File: config.mk
export PLATFORM = sky130hd
export DESIGN_NAME = tone_synth
export DESIGN_NICKNAME = d
export VERILOG_FILES = /design/src/rtl/tone_synth.sv
export SDC_FILE = /design/constraint.sdc
export NUM_CORES = 1
export LEC_CHECK = 0
export ABC_AREA = 1
export CAP_MARGIN = 40
export CORE_UTILIZATION = 58
export DETAILED_ROUTE_END_ITERATION = 10
export GPL_TIMING_DRIVEN = 0
export PLACE_DENSITY = 0.75
export SLEW_MARGIN = 20
export SYNTH_ARGS = -nofsm -noshare
export SYNTH_HDL_FRONTEND = slang
export SYNTH_SLANG_ARGS = --single-unit
File: constraint.sdc
create_clock -name clk -period 3.6 [get_ports clk]
set_clock_uncertainty 0.1 [all_clocks]
set_input_delay 0.36 -clock clk [delete_from_list [all_inputs] [get_ports clk]]
set_output_delay 0.36 -clock clk [all_outputs]
set_load 0.02 [all_outputs]
File: src/rtl/tone_synth.sv
// tone_synth: NUM_CH independent square-wave tone channels driven from the
// shared note table, mixed with a global volume into one PWM speaker output.
// Note changes take effect only on half-period boundaries so every
// half-period at a given pitch has full length.
module tone_synth #(
    parameter int NUM_CH      = 2,
    parameter int NOTE_W      = 5,
    parameter int NUM_NOTES   = 22,
    parameter int CNT_W       = 32,
    parameter int VOL_W       = 3,
    parameter int HP_OVERRIDE = 0
) (
    input  logic                     clk,
    input  logic                     rst_n,
    input  logic [NUM_CH*NOTE_W-1:0] note,
    input  logic [VOL_W-1:0]         vol,
    output logic [NUM_CH-1:0]        tick,
    output logic [NUM_CH-1:0]        active,
    output logic                     speaker
);

    // Full-scale mix level: every channel high at maximum volume.
    localparam int unsigned LMAX    = NUM_CH * ((1 << VOL_W) - 1);
    localparam int          LVL_W   = $clog2(LMAX + 1);
    localparam int unsigned NOTES_U = NUM_NOTES;

    // Half-period table in clk cycles (100 MHz clock), L1..H7 for codes 1..21.
    function automatic logic [CNT_W-1:0] table_hp(input logic [NOTE_W-1:0] n);
        logic [31:0] v;
        case (32'(n))
            1:       v = 32'd190839;  // L1
            2:       v = 32'd170068;  // L2
            3:       v = 32'd151515;  // L3
            4:       v = 32'd143266;  // L4
            5:       v = 32'd127551;  // L5
            6:       v = 32'd113636;  // L6
            7:       v = 32'd101214;  // L7
            8:       v = 32'd95602;   // M1
            9:       v = 32'd85178;   // M2
            10:      v = 32'd75872;   // M3
            11:      v = 32'd71633;   // M4
            12:      v = 32'd63775;   // M5
            13:      v = 32'd56818;   // M6
            14:      v = 32'd50607;   // M7
            15:      v = 32'd47755;   // H1
            16:      v = 32'd42553;   // H2
            17:      v = 32'd37907;   // H3
            18:      v = 32'd35790;   // H4
            19:      v = 32'd31887;   // H5
            20:      v = 32'd28409;   // H6
            21:      v = 32'd25303;   // H7
            default: v = 32'd0;
        endcase
        return CNT_W'(v);
    endfunction

    // Half-period of a note, never below one cycle.
    function automatic logic [CNT_W-1:0] half_period(input logic [NOTE_W-1:0] n);
        logic [CNT_W-1:0] hp;
        if (HP_OVERRIDE != 0)
            hp = CNT_W'(HP_OVERRIDE) * CNT_W'(n);
        else
            hp = table_hp(n);
        if (hp == '0)
            hp = CNT_W'(1);
        return hp;
    endfunction

    // Out-of-range codes play as rest.
    function automatic logic [NOTE_W-1:0] legal_note(input logic [NOTE_W-1:0] n);
        return (32'(n) < NOTES_U) ? n : '0;
    endfunction

    logic [NUM_CH-1:0] sq;

    for (genvar k = 0; k < NUM_CH; k++) begin : g_ch
        logic [NOTE_W-1:0] req;
        logic [NOTE_W-1:0] act_note;
        logic [CNT_W-1:0]  cnt;
        logic [CNT_W-1:0]  hp_last;
        logic              sq_r;
        logic              tick_r;

        assign req       = legal_note(note[k*NOTE_W +: NOTE_W]);
        assign hp_last   = half_period(act_note) - CNT_W'(1);
        assign sq[k]     = sq_r;
        assign tick[k]   = tick_r;
        assign active[k] = (act_note != '0);

        // Half-period counter; the requested note is only adopted while idle or at a boundary.
        always_ff @(posedge clk or negedge rst_n) begin
            if (!rst_n) begin
                act_note <= '0;
                cnt      <= '0;
                sq_r     <= 1'b0;
                tick_r   <= 1'b0;
            end else if (act_note == '0) begin
                cnt      <= '0;
                sq_r     <= 1'b0;
                tick_r   <= 1'b0;
                act_note <= req;
            end else if (cnt == hp_last) begin
                cnt      <= '0;
                sq_r     <= ~sq_r;
                tick_r   <= 1'b1;
                act_note <= req;
            end else begin
                cnt      <= cnt + CNT_W'(1);
                tick_r   <= 1'b0;
            end
        end
    end

    logic [LVL_W-1:0] mix;
    logic [LVL_W-1:0] target;
    logic [LVL_W-1:0] level;
    logic [LVL_W-1:0] pwm_cnt;

    // Count of channels currently high, scaled by volume.
    always_comb begin
        mix = '0;
        for (int unsigned i = 0; i < NUM_CH; i++)
            mix = mix + LVL_W'(sq[i]);
        target = mix * LVL_W'(vol);
    end

    // PWM carrier; duty only reloads at the carrier wrap.
    always_ff @(posedge clk or negedge rst_n) begin
        if (!rst_n) begin
            pwm_cnt <= '0;
            level   <= '0;
            speaker <= 1'b0;
        end else begin
            speaker <= (pwm_cnt < level);
            if (pwm_cnt == LVL_W'(LMAX - 1)) begin
                pwm_cnt <= '0;
                level   <= target;
            end else begin
                pwm_cnt <= pwm_cnt + LVL_W'(1);
            end
        end
    end

endmodule

==> flow_metrics.env <==
export IMPL_via_per_inst=5.69
export IMPL_die_w_um=119
export IMPL_path_class="reg -> reg"
export IMPL_detailedRoute_firstPassIterationCount=5
export IMPL_grt_pass1_wl_mm=38.5
export IMPL_synth_avg_cell_area_um2=6.64
export IMPL_syn_cell_area_mm2=0.00790
export IMPL_worst_hold_slack_ps=419
export IMPL_cpLargestDelayFamily="simple AND/OR/NAND/NOR gates"
export IMPL_leakagePower_nw=5.31
export IMPL_cts_root_buf="clkbuf_16"
export IMPL_htree_num_levels=3
export IMPL_start_kind="flip-flop"
export IMPL_setup_slack_ps=-180
export IMPL_clk_latency_ps=360
export IMPL_io_buffer_count=19
export IMPL_finalInstanceArea_mm2=0.0106
export IMPL_multi_input_area_mm2=0.00572
export IMPL_hp_class="reg -> reg"
export IMPL_place_area_mm2=0.00842
export IMPL_num_antenna_cells=0
export IMPL_ant_nets=0
export IMPL_start_util_pct=59.7
export IMPL_yosysSeqAreaShare_pct=27.5
export IMPL_dpl_worst_slack_ps=-766
export IMPL_first_iter_violations=679
export IMPL_synth_edf_count=0
export IMPL_tightest_slew_ps=658
export IMPL_cp_max_fo=7
export IMPL_synthCells=1191
export IMPL_fin_tns_setup_ps=-8030
export IMPL_final_layout_size_suffix_gt1_share_pct=29.0
export IMPL_synth_net_count=1238
export IMPL_place_congestion=0.925
export IMPL_drv_slew=0
export IMPL_io_pins=20
export IMPL_nNetsFinal=1403
export IMPL_async_flop_share_pct=100
export IMPL_finalCritPeriodShare_pct=105
export IMPL_die_h_um=119
export IMPL_maxCapViolations=0
export IMPL_fin_crit_ps=3780
export IMPL_antenna_found_initial=0
export IMPL_clock_path_buffers=2
export IMPL_gr_total_overflow=0
export IMPL_final_common_cell="nand2_1"
export IMPL_yosysWarnings=0
export IMPL_vias=8747
export IMPL_finalHoldViolations=0
export IMPL_dieArea_mm2=0.0141
export IMPL_regArea_mm2=0.00218
export IMPL_area_growth_pct=34.7
export IMPL_synth_ff_latch_count=87
export IMPL_cts_sinks=87
export IMPL_crit_top_cell="nand2_2"
export IMPL_cts_inserted_buffers=9
export IMPL_ir_drop_mv=0.712
export IMPL_finalSetupViolations=62
export IMPL_drc_errors=0
export IMPL_ys_flop_type="dfrtp_1"
export IMPL_cp_end_kind="flip-flop"
export IMPL_fmaxAchievable_mhz=265
export IMPL_cts_tree="yes"
export IMPL_dp_hpwl_mm=15.0
export IMPL_critPathMaxStageDelay_ps=440
export IMPL_status="finished, violations left"
export IMPL_layout_common_cells="nand2_1, inv_1, buf_4"
export IMPL_rsz0062_at_grt="yes"
export IMPL_track_usage_pct=33.9
export IMPL_fp_row_count=42
export IMPL_grt_max_degree=48
export IMPL_core_area_mm2=0.0132
export IMPL_wl_per_cell_um=15.8
export IMPL_cp_data_arrival_time_ps=3920
export IMPL_pwr_density_cell_mw_per_mm2=994
export IMPL_fillers=878
export IMPL_critPathBufInv=7
export IMPL_cp_slowest_cell="dfrtp_2"
export IMPL_grt_pass1_vias=8394
export IMPL_clkTransAtPathRegs_ps=70
export IMPL_maxSlewHeadroom_pct=55.7
export IMPL_violations="negative setup slack"
export IMPL_crit_required_ps=3740
export IMPL_synth_cell_types=45
export IMPL_wirelength_mm=24.3
sequential cells by signal, indices dropped and copies added (netlist names):
name,flops
g_ch.cnt,64
g_ch.act_note,10
level,4
pwm_cnt,4
g_ch.sq_r,2
g_ch.tick_r,2
speaker,1
layout make-up:
class	instances	share of cell area, %
timing repair buffer	153	12.9
tap	176	2.07
clock buffer	9	2.12
sequential	87	20.5
inverter	164	6.04
multi-input combinational	919	53.7
clock inverter	7	0.682
buffer	22	1.99
cell families after synthesis:
| group | after synthesis | share of synthesized area, % |
|---|---|---|
| buffers and inverters | 186 | 10.0 |
| AND/OR/NAND/NOR | 739 | 42.9 |
| adder cells (fa/ha/maj) | 32 | 5.16 |
| flip-flops | 87 | 27.5 |
| XOR/XNOR | 96 | 10.6 |
| AO/OA/AOI/OAI | 51 | 3.77 |
where the power goes:
group          switching (W)  internal, W  leakage [nW]
clock               0.000459     0.000490         0.143
sequential          0.000151      0.00111          1.16
combinational        0.00479      0.00359          4.00
total                0.00540      0.00519          5.31
cells in the mapped netlist, types with 18 or more instances:
| master | number | area share [%] |
|---|---|---|
| nand2_1 | 317 | 15 |
| inv_1 | 155 | 7.4 |
| nor2_1 | 154 | 7.3 |
| nand3_1 | 115 | 7.3 |
| dfrtp_1 | 87 | 28 |
| xor2_1 | 81 | 9.0 |
| nand4_1 | 33 | 2.6 |
| nor2_2 | 33 | 2.6 |
| ha_1 | 31 | 4.9 |
| nor3_1 | 27 | 1.7 |
| o21ai_0 | 19 | 1.2 |
| a21oi_1 | 18 | 1.1 |
what timing repair did:
action	4_1_cts	5_1_grt
gates resized for setup	100	116
gates cloned	5	1
pin swaps	46	46
setup buffers	107	19
hold buffers	1	0
setup endpoints to repair	64	65
hold endpoints to repair	46	0
per-stage QoR:
step                util (%)  power, W  cells
detailed placement      63.6   0.00646   1389
CTS                     76.3   0.00938   1518
global route            80.4    0.0113   1537
finish                  80.4    0.0106   1537
global placement        63.3   0.00641   1386
floorplan                  -   0.00537   1191
final timing paths:
| kind | startpoint | to | slack [ps] | cells after the start |
|---|---|---|---|---|
| setup / recovery | g_ch[0].act_note[1]$_DFFE_PN0P_ | g_ch[0].cnt[2]$_DFF_PN0_ | -180 | 28 |
| hold / removal | g_ch[1].cnt[0]$_DFF_PN0_ | g_ch[1].cnt[0]$_DFF_PN0_ | 420 | 1 |
| setup reg to reg | g_ch[0].act_note[1]$_DFFE_PN0P_ | g_ch[0].cnt[2]$_DFF_PN0_ | -180 | 28 |
| hold reg to reg | g_ch[1].cnt[0]$_DFF_PN0_ | g_ch[1].cnt[0]$_DFF_PN0_ | 420 | 1 |
| max in group asynchronous | rst_n | g_ch[1].act_note[0]$_DFFE_PN0P_ | 2260 | 3 |
| min in group asynchronous | rst_n | g_ch[0].cnt[26]$_DFF_PN0_ | 460 | 2 |
routing by layer:
metal | GRT usage [%] | routed length [um] | up-vias
li1 | - | - | 4109
met1 | 40.0 | 9500 | 4082
met2 | 59.1 | 12000 | 432
met3 | 3.57 | 1560 | 124
met4 | 20.3 | 1220 | 0
met5 | 0 | 0 | -
No activity file was read; power rests on OpenSTA's default activity.
